`config.mk`:
```
export PLATFORM = sky130hd
export DESIGN_NAME = mant_norm_pipe
export DESIGN_NICKNAME = d
export VERILOG_FILES = /design/src/rtl/posit_pkg.sv /design/src/rtl/barrel_shifter.sv /design/src/rtl/lzc.sv /design/src/rtl/mant_norm_lane.sv /design/src/rtl/mant_norm_pipe.sv
export SDC_FILE = /design/constraint.sdc
export NUM_CORES = 1
export LEC_CHECK = 0
export ABC_AREA = 1
export CAP_MARGIN = 20
export CORE_MARGIN = 10
export CORE_UTILIZATION = 63
export CTS_CLUSTER_SIZE = 30
export DETAILED_ROUTE_END_ITERATION = 12
export DONT_BUFFER_PORTS = 1
export GPL_TIMING_DRIVEN = 0
export PLACE_DENSITY = 0.86
export REMOVE_ABC_BUFFERS = 1
export SYNTH_ARGS = -nofsm -noshare
export SYNTH_HDL_FRONTEND = slang
export SYNTH_SLANG_ARGS = --single-unit
```
`constraint.sdc`:
```
create_clock -name clk_i -period 1.6 [get_ports clk_i]
set_clock_uncertainty 0.05 [all_clocks]
set_input_delay 0.24 -clock clk_i [delete_from_list [all_inputs] [get_ports clk_i]]
set_output_delay 0.24 -clock clk_i [all_outputs]
set_load 0.005 [all_outputs]
```
`src/rtl/posit_pkg.sv`:
```
// Shared helpers for the posit datapath blocks.
package posit_pkg;

  // Ceiling log2; returns 0 for n <= 1.
  function automatic int unsigned clog2(input int unsigned n);
    int unsigned r;
    r = 0;
    for (int i = 0; i < 32; i++) begin
      if ((64'd1 << i) < 64'(n)) r = i + 1;
    end
    return r;
  endfunction

  // Width of a leading-zero count for a WIDTH-bit operand; never narrower than 1 bit.
  function automatic int unsigned lzc_w(input int unsigned width);
    return (width > 1) ? clog2(width) : 1;
  endfunction

endpackage

```
`src/rtl/barrel_shifter.sv`:
```
// Logical barrel shifter. MODE=0 shifts left, MODE=1 shifts right; zeros fill.
module barrel_shifter #(
  parameter int unsigned WIDTH   = 8,
  parameter int unsigned SHIFT_W = 3,
  parameter int unsigned MODE    = 0
) (
  input  logic [WIDTH-1:0]   data_i,
  input  logic [SHIFT_W-1:0] shamt_i,
  output logic [WIDTH-1:0]   data_o
);

  // Single shift in the configured direction.
  always_comb begin
    data_o = (MODE == 0) ? (data_i << shamt_i) : (data_i >> shamt_i);
  end

endmodule

```
`src/rtl/lzc.sv`:
```
// Leading/trailing zero counter. MODE=1 counts leading zeros, MODE=0 trailing zeros.
// empty_o flags an all-zero input; the count is 0 in that case.
module lzc import posit_pkg::*; #(
  parameter int unsigned WIDTH = 8,
  parameter int unsigned MODE  = 1,
  localparam int unsigned CntW = lzc_w(WIDTH)
) (
  input  logic [WIDTH-1:0] in_i,
  output logic [CntW-1:0]  cnt_o,
  output logic             empty_o
);

  // Priority scan: the last hit in loop order is the bit closest to the counted end.
  always_comb begin
    cnt_o   = '0;
    empty_o = ~|in_i;
    for (int i = 0; i < WIDTH; i++) begin
      if (MODE == 1) begin
        if (in_i[i]) cnt_o = CntW'(WIDTH - 1 - i);
      end else begin
        if (in_i[WIDTH-1-i]) cnt_o = CntW'(WIDTH - 1 - i);
      end
    end
  end

endmodule

```
`src/rtl/mant_norm_lane.sv`:
```
// One lane of the normaliser front end: leading-zero count, zero flag and the
// signed exponent adjustment DOT_BITS-1-lzc (forced to 0 for a zero operand).
module mant_norm_lane import posit_pkg::*; #(
  parameter int unsigned WIDTH     = 8,
  parameter int unsigned EXP_WIDTH = 3,
  parameter int unsigned DOT_BITS  = 3,
  localparam int unsigned LzcW     = lzc_w(WIDTH)
) (
  input  logic [WIDTH-1:0]   operand_i,
  output logic [LzcW-1:0]    lzc_o,
  output logic               zero_o,
  output logic [EXP_WIDTH:0] exp_norm_o
);

  int exp_int;

  lzc #(
    .WIDTH (WIDTH),
    .MODE  (1)
  ) u_lzc (
    .in_i    (operand_i),
    .cnt_o   (lzc_o),
    .empty_o (zero_o)
  );

  // Range is guaranteed by the top-level elaboration check, so plain truncation is exact.
  always_comb begin
    exp_int    = int'(DOT_BITS) - 1 - int'(lzc_o);
    exp_norm_o = zero_o ? '0 : exp_int[EXP_WIDTH:0];
  end

endmodule

```
`src/rtl/mant_norm_pipe.sv`:
```
// Multi-lane 2-stage mantissa normaliser with valid/ready flow control.
// Stage 1 captures operand, lzc, zero and exponent; stage 2 shifts, truncates,
// forms sticky and drives the registered outputs.
module mant_norm_pipe import posit_pkg::*; #(
  parameter int unsigned LANES     = 4,
  parameter int unsigned WIDTH     = 8,
  parameter int unsigned EXP_WIDTH = 3,
  parameter int unsigned DOT_BITS  = 3,
  parameter int unsigned OUT_WIDTH = 6
) (
  input  logic                           clk_i,
  input  logic                           rst_ni,
  input  logic                           flush_i,
  input  logic                           in_valid_i,
  output logic                           in_ready_o,
  input  logic [LANES*WIDTH-1:0]         operand_i,
  output logic                           out_valid_o,
  input  logic                           out_ready_i,
  output logic [LANES*OUT_WIDTH-1:0]     mant_o,
  output logic [LANES*(EXP_WIDTH+1)-1:0] exp_norm_o,
  output logic [LANES-1:0]               sticky_o,
  output logic [LANES-1:0]               zero_o
);

  localparam int unsigned LzcW   = lzc_w(WIDTH);
  localparam int unsigned ExpW   = EXP_WIDTH + 1;
  localparam int          ExpMax = (1 << EXP_WIDTH) - 1;
  localparam int          ExpMin = -(1 << EXP_WIDTH);

  if ((int'(DOT_BITS) - 1 > ExpMax) || (int'(DOT_BITS) - int'(WIDTH) < ExpMin)) begin : g_bad_exp
    $error("mant_norm_pipe: exponent range does not fit in EXP_WIDTH+1 signed bits");
  end
  if ((OUT_WIDTH < 1) || (OUT_WIDTH > WIDTH)) begin : g_bad_out
    $error("mant_norm_pipe: OUT_WIDTH must be in 1..WIDTH");
  end

  logic v1_q, v1_d, v2_q, v2_d;
  logic s1_load, s2_load;

  logic [LANES*LzcW-1:0]      lane_lzc;
  logic [LANES-1:0]           lane_zero;
  logic [LANES*ExpW-1:0]      lane_exp;

  logic [LANES*WIDTH-1:0]     op_q;
  logic [LANES*LzcW-1:0]      lzc_q;
  logic [LANES-1:0]           zero_q;
  logic [LANES*ExpW-1:0]      exp_q;

  logic [LANES*WIDTH-1:0]     shifted;
  logic [LANES*OUT_WIDTH-1:0] mant_d;
  logic [LANES-1:0]           sticky_d;

  for (genvar l = 0; l < LANES; l++) begin : g_lane
    mant_norm_lane #(
      .WIDTH     (WIDTH),
      .EXP_WIDTH (EXP_WIDTH),
      .DOT_BITS  (DOT_BITS)
    ) u_lane (
      .operand_i  (operand_i[l*WIDTH +: WIDTH]),
      .lzc_o      (lane_lzc[l*LzcW +: LzcW]),
      .zero_o     (lane_zero[l]),
      .exp_norm_o (lane_exp[l*ExpW +: ExpW])
    );

    barrel_shifter #(
      .WIDTH   (WIDTH),
      .SHIFT_W (LzcW),
      .MODE    (0)
    ) u_shift (
      .data_i  (op_q[l*WIDTH +: WIDTH]),
      .shamt_i (lzc_q[l*LzcW +: LzcW]),
      .data_o  (shifted[l*WIDTH +: WIDTH])
    );

    assign mant_d[l*OUT_WIDTH +: OUT_WIDTH] = shifted[l*WIDTH + WIDTH - OUT_WIDTH +: OUT_WIDTH];

    if (OUT_WIDTH < WIDTH) begin : g_sticky
      assign sticky_d[l] = |shifted[l*WIDTH +: WIDTH - OUT_WIDTH];
    end else begin : g_no_sticky
      assign sticky_d[l] = 1'b0;
    end
  end

  // Handshake: a stage loads when it is empty or its contents move on this cycle.
  always_comb begin
    s2_load    = !v2_q || out_ready_i;
    s1_load    = !v1_q || s2_load;
    in_ready_o = s1_load;
    v1_d       = v1_q;
    v2_d       = v2_q;
    if (s1_load) v1_d = in_valid_i;
    if (s2_load) v2_d = v1_q;
    if (flush_i) begin
      v1_d = 1'b0;
      v2_d = 1'b0;
    end
  end

  // Valid flops for both stages.
  always_ff @(posedge clk_i or negedge rst_ni) begin
    if (!rst_ni) begin
      v1_q <= 1'b0;
      v2_q <= 1'b0;
    end else begin
      v1_q <= v1_d;
      v2_q <= v2_d;
    end
  end

  // Stage 1 data capture.
  always_ff @(posedge clk_i or negedge rst_ni) begin
    if (!rst_ni) begin
      op_q   <= '0;
      lzc_q  <= '0;
      zero_q <= '0;
      exp_q  <= '0;
    end else if (s1_load && in_valid_i) begin
      op_q   <= operand_i;
      lzc_q  <= lane_lzc;
      zero_q <= lane_zero;
      exp_q  <= lane_exp;
    end
  end

  // Stage 2 output registers; held while stalled.
  always_ff @(posedge clk_i or negedge rst_ni) begin
    if (!rst_ni) begin
      mant_o     <= '0;
      exp_norm_o <= '0;
      sticky_o   <= '0;
      zero_o     <= '0;
    end else if (s2_load && v1_q) begin
      mant_o     <= mant_d;
      exp_norm_o <= exp_q;
      sticky_o   <= sticky_d;
      zero_o     <= zero_q;
    end
  end

  assign out_valid_o = v2_q;

endmodule

```
==> flow_metrics.tcl, run 1 <==
set metrics [dict create \
    gp_congestion 0.8788 \
    antenna_found_initial 0 \
    synth_top_cell_by_area "dfrtp_1" \
    synth_seq_cells 114 \
    grt_pass1_vias 4562 \
    max_stage_delay_ns 0.46 \
    antenna_left 0 \
    critPathLaunchType "register" \
    path_cells "nand3_4 -> nand2_8 -> inv_8 -> o21ai_2 -> o21a_1" \
    postPlaceCellArea_mm2 0.005419 \
    syn_inst 659 \
    r2r_slack_ns 0.07 \
    core_mm2 0.008341 \
    swShare 0.2610 \
    peakVddDrop_v 0.0009905 \
    cp.arrival_ns 1.85 \
    dp_hpwl_mm 8.153 \
    reg2reg_depth 5 \
    timing.rr.start "out_valid_o" \
    crit_required_ns 1.93 \
    ys.flop_type "dfrtp_1" \
    area_delta_synth_final_pct 19.06 \
    violations "hold timing" \
    leakagePower_nw 3.225 \
    seq_area_frac_synth 0.5210 \
    setup_violations 0 \
    cts_tree "done" \
    multi_input_area_mm2 0.002255 \
    p_clk_frac 0.457 \
    cts_root_buffer "clkbuf_8" \
    portBuffers 0 \
    grt_pass1_wl_mm 22.64 \
    finalCriticalPeriod_ns 1.526 \
    die_y_um 113.2 \
    overflow 0 \
    grt_start_max_net_pins 115 \
    maxSlewViolCount 0 \
    power_density_mw_per_mm2 1310 \
    cap_violations 0 \
    outcome "complete, but fails checks" \
    cp_num_buf_inv 1 \
    cts_hold_buffers 34 \
    intPower_mw 6.313 \
    rsz0062_at_grt "yes" \
    die-area_mm2 0.01282 \
    yosysWarnings 0 \
    path_class "reg2reg" \
    worstMarginPinSlew_ns 0.3777 \
    clk_latency_ns 0.49 \
    cp.depth 5 \
    slew_headroom 0.7479 \
    hold_viol_final 114 \
    yosysTopAreaCellShare 0.5210 \
    cts_made_buffers 17 \
    stdcell_area_mm2 0.006519 \
    avgViaCountPerCell 5.738 \
    drt_first_iter_violations 327 \
    wl_per_cell_um 17.19 \
    crit_path_start "out_valid_o" \
    critPathTopFamily "flip-flops" \
    rows 33 \
    r2r-end "zero_q[2]" \
    synth_edf_count 0 \
    holdCritPathClass "in2async" \
    final_nets 733 \
    dieWidth_um 113.2 \
    synth.area.top_cells "dfrtp_1, nand2_1, o21ai_0, inv_1, o21ai_2" \
    h-tree-depth 4 \
    end_kind "register" \
    io-pin-count 87 \
    grt_usage 0.2144 \
    total_power_mw 8.542 \
    n_fill_cell 555 \
    cts_buffer_depth 2 \
    ys_async_sr_fraction 1.000 \
    vias 4642 \
    syn-cell-area_mm2 0.005475 \
    ys_types 28 \
    drc 0 \
    combinationalPowerShare 0.119 \
    cts_sinks 114 \
    seq_area_mm2 0.002859 \
    initial_core_util 0.6565 \
    num_antenna_cells 0 \
    maxClockFrequency_mhz 655.3 \
    drive_above_1_share 0.1080 \
    sequentialPowerShare 0.423 \
    path_max_fanout 26 \
    finalCritPeriodShare 0.9538 \
    switchingPower_mw 2.229 \
    syn-mean-instance-area_um2 8.308 \
    drt-pass1-iter-count 5 \
    cp-endpoint "zero_q[2]" \
    whs_ns -0.6157 \
    cpMaxStageDelayCell "dfrtp_2" \
    totalWireLength_mm 13.91 \
    clkTransAtPathRegs_ns 0.06 \
]
-- metrics by stage --
step / setup TNS, ns / utilization / worst slack, ns / hold slack (ns) / std cells
6_report: 0 / 0.7816 / 0.07397 / -0.6157 / 809
5_1_grt: -0.0002718 / 0.7816 / -0.0002718 / -0.6370 / 809
4_1_cts: 0 / 0.7750 / 0.005498 / -0.6313 / 806
3_5_place_dp: -27.16 / 0.6497 / -0.6880 / -0.1022 / 738
3_3_place_gp: -57.00 / 0.6491 / -1.304 / -0.1021 / 738
2_1_floorplan: -21.65 / - / -0.6679 / -0.1056 / 633
-- worst min-delay path by stage --
| stage | from | end | slack [ns] |
|---|---|---|---|
| after floorplan | rst_ni | exp_norm_o[0] | -0.11 |
| after global placement | rst_ni | mant_o[22] | -0.10 |
| after detailed placement | rst_ni | mant_o[22] | -0.10 |
| after CTS | rst_ni | mant_o[22] | -0.63 |
| after global routing | rst_ni | mant_o[18] | -0.64 |
| final | rst_ni | mant_o[18] | -0.62 |
-- layout by cell type (no fill, tap or decap), types with 3 or more instances in the layout --
cell / synthesis / layout
xor2_1: 3 / 3
o22ai_1: 12 / 12
nand2_1: 226 / 225
inv_1: 70 / 69
clkinv_2: 0 / 4
ha_1: 4 / 4
a22oi_1: 8 / 8
clkbuf_16: 0 / 16
or2_2: 5 / 5
clkbuf_8: 0 / 4
nor2_1: 23 / 23
o21ai_0: 60 / 58
nand4_1: 4 / 4
dfrtp_1: 114 / 109
o21ai_1: 8 / 10
dfrtp_2: 0 / 5
nand2_8: 0 / 3
dlygate4sd3_1: 0 / 34
mux2i_1: 3 / 3
bufinv_16: 0 / 4
a21oi_1: 15 / 14
o21ai_2: 21 / 21
nand3_1: 36 / 36
o21a_1: 3 / 3
nand2_4: 1 / 4
o211ai_1: 10 / 10
-- cell usage after synthesis, types with 8 or more instances --
library cell	instances
nand2_1	226
dfrtp_1	114
inv_1	70
o21ai_0	60
nand3_1	36
nor2_1	23
o21ai_2	21
a21oi_1	15
o22ai_1	12
o211ai_1	10
buf_6	9
a22oi_1	8
o21ai_1	8
-- layout make-up --
type	instances	share of cell area
flip-flops and latches	114	0.4386
multi-input cells	451	0.3459
clock buffers	21	0.07044
repair buffers	36	0.05643
inverters	72	0.04453
clock inverters	10	0.02399
well taps	105	0.02015
-- what timing repair did --
action,4_1_cts,5_1_grt
hold endpoints to repair,165,114
pin swaps,2,1
setup endpoints to repair,101,30
gates cloned,3,1
resized for setup,12,10
buffers inserted,0,2
-- flip-flops by register name (all words and copies together) (netlist names) --
name and cells:
sticky_o 4, op_q 32, zero_o 4, lzc_q 12
mant_o 24, zero_q 4, exp_norm_o 16, exp_q 16
out_valid_o 1, v1_q 1
-- kinds of logic (layout without fill, tap and decap cells) --
kind of cell | Yosys count | count (layout) | share of synthesized area
compound gates | 138 | 138 | 0.1533
xor+xnor | 4 | 4 | 0.006400
mux | 3 | 3 | 0.005485
simple gates | 298 | 302 | 0.2201
flops | 114 | 114 | 0.5210
fa+ha+maj | 4 | 4 | 0.009141
buf+inv | 98 | 139 | 0.08455
-- power by group through the flow --
| stage | combinational (mW) | clock [mW] | sequential (mW) |
|---|---|---|---|
| 4_1_cts | 0.982 | 3.93 | 3.63 |
| 2_1_floorplan | 0.712 | 0 | 3.55 |
| 5_1_grt | 1.16 | 4.08 | 3.68 |
| 3_3_place_gp | 0.827 | 0 | 3.65 |
| 3_5_place_dp | 0.871 | 0 | 3.67 |
| 6_report | 1.02 | 3.91 | 3.62 |
-- layer usage --
metal  GRT usage  share of wire
met1      0.2480           0.40
met2      0.3714           0.51
met3     0.07026          0.080
met4     0.05922         0.0086
met5           0              0
(Power assumes the default switching activity.)
==> run 2, diff against run 1 <==
Settings changed: CORE_ASPECT_RATIO set to 1.5.
==> run 2 against run 1 <==
  * The run still ends with hold timing left
  * Clock power hardly changed
  * Core utilization fell by 1.9 points
  * Largest cell class unchanged
  * Critical path depth is the same
  * Non-clock buffer count shrank 6
  * Die area up 0.60%
  * First-iteration DRC count decreased by 26%
  * Register-to-register slack got worse by 0.02 ns
  * Global-route usage rose by 0.68 points
==> flow_metrics.tcl, run 2 (same netlist as run 1, synthesis figures left out) <==
set metrics [dict create \
    seq_area_mm2 0.002856 \
    setup_violations 0 \
    avgViaCountPerCell 5.742 \
    cts_tree "done" \
    initial_core_util 0.6469 \
    io-pin-count 87 \
    worstMarginPinSlew_ns 0.3925 \
    top_regs "op_q: 32 flops, mant_o: 24 flops" \
    r2r-end "exp_q[6]" \
    grt_usage 0.2211 \
    path_class "reg2reg" \
    rsz0062_at_grt "yes" \
    drt_first_iter_violations 243 \
    p_clk_frac 0.457 \
    finalCriticalPeriod_ns 1.541 \
    reg2reg_depth 5 \
    final_cell_mix "nand2_1, dfrtp_1, inv_1" \
    antenna_left 0 \
    cpMaxStageDelayCell "dfrtp_2" \
    intPower_mw 6.268 \
    grt_pass1_wl_mm 22.66 \
    end_kind "register" \
    fin_cells 807 \
    cts_made_buffers 17 \
    r2r_slack_ns 0.06 \
    combinationalPowerShare 0.117 \
    outcome "complete, but fails checks" \
    cts_sinks 114 \
    slew_headroom 0.7381 \
    clk_latency_ns 0.41 \
    cts_root_buffer "clkbuf_16" \
    leakagePower_nw 3.195 \
    drc 0 \
    num_antenna_cells 0 \
    clkTransAtPathRegs_ns 0.05 \
    switchingPower_mw 2.237 \
    finalCritPeriodShare 0.9633 \
    layout_commonest_cell "nand2_1" \
    wl_per_cell_um 17.30 \
    whs_ns -0.5251 \
    cp.arrival_ns 1.77 \
    multi_input_area_mm2 0.002273 \
    dp_hpwl_mm 8.036 \
    die-area_mm2 0.01290 \
    grt_start_max_net_pins 115 \
    timing.rr.start "v1_q" \
    max_stage_delay_ns 0.51 \
    overflow 0 \
    path_max_fanout 26 \
    vias 4634 \
    cts_buffer_depth 2 \
    rows 41 \
    violations "hold timing" \
    dieWidth_um 96.12 \
    cts_hold_buffers 26 \
    grt_pass1_vias 4677 \
    area_delta_synth_final_pct 17.89 \
    final_core_util 0.7626 \
    path_cells "nand3_4 -> nand2_8 -> inv_8 -> o21ai_2 -> o22ai_1" \
    hold_viol_final 114 \
    power_density_mw_per_mm2 1318 \
    regMostFlops "op_q" \
    antenna_found_initial 0 \
    core_mm2 0.008464 \
    totalWireLength_mm 13.97 \
    portBuffers 0 \
    drt-pass1-iter-count 5 \
    cap_violations 0 \
    holdCritPathClass "in2async" \
    gp_congestion 0.8437 \
    final_nets 728 \
    crit_required_ns 1.82 \
    n_fill_cell 567 \
    die_y_um 134.2 \
    largest_register_ffs 32 \
    dp_cells 740 \
    swShare 0.2630 \
    critPathLaunchType "register" \
    sequentialPowerShare 0.426 \
    h-tree-depth 4 \
    maxSlewViolCount 0 \
    maxClockFrequency_mhz 648.8 \
    peakVddDrop_v 0.0008954 \
    drive_above_1_share 0.1143 \
]
[run 2: cell type report]
cell class,count,area share
clock buffers,23,0.07560
repair buffers,30,0.04497
multi-input cells,452,0.3522
flip-flops and latches,114,0.4425
well taps,107,0.02074
clock inverters,9,0.01977
inverters,72,0.04419
[run 2: stage by stage]
stage | cell area (um^2) | hold slack (ns) | TNS [ns] | total power, mW | setup WS, ns
after floorplan | 5283 | -0.1056 | -21.65 | 4.260 | -0.6679
after global placement | 5416 | -0.1020 | -56.86 | 4.481 | -1.298
after detailed placement | 5421 | -0.1029 | -24.86 | 4.533 | -0.6666
after CTS | 6397 | -0.5333 | 0 | 8.510 | 0.01032
after global routing | 6455 | -0.5388 | -0.01823 | 8.887 | -0.01318
final | 6455 | -0.5251 | 0 | 8.505 | 0.05875
[run 2: worst max-delay path, delay by kind of cell, from the launching register on]
family	cells	cell delay (ns)
compound gates	2	0.25
flops	1	0.51
buf+inv	1	0.10
simple gates	2	0.48
[run 2: per-layer routing]
metal  routed length, um  vias up  track usage
li1                    -     2198            -
met5                   0        -            0
met1                5156     2251       0.2373
met3                 920       32      0.06425
met2                7570      153       0.3871
met4                 317        0      0.09211
[run 2: what timing repair did]
item,4_1_cts,5_1_grt
gates cloned,4,1
buffers inserted,0,4
pin swaps,2,5
endpoints found under the setup margin,101,27
gates resized for setup,12,13
hold endpoints to repair,149,114
[run 2: worst max path at each step]
| stage | start | end | slack (ns) | cells after the start |
|---|---|---|---|---|
| after floorplan | v1_q | exp_q[10] | -0.67 | 5 |
| after global placement | v1_q | exp_q[14] | -1.30 | 5 |
| after detailed placement | v1_q | exp_q[6] | -0.67 | 5 |
| after CTS | operand_i[25] | exp_q[14] | 0.01 | 9 |
| after global routing | operand_i[17] | exp_q[10] | -0.01 | 9 |
| final | v1_q | exp_q[6] | 0.06 | 5 |
[run 2: power groups by stage]
stage	Clock, mW	Combinational (mW)	Sequential [mW]
after global routing	4.07	1.14	3.68
after floorplan	0	0.712	3.55
final	3.89	0.998	3.62
after detailed placement	0	0.865	3.67
after global placement	0	0.828	3.65
after CTS	3.91	0.972	3.63
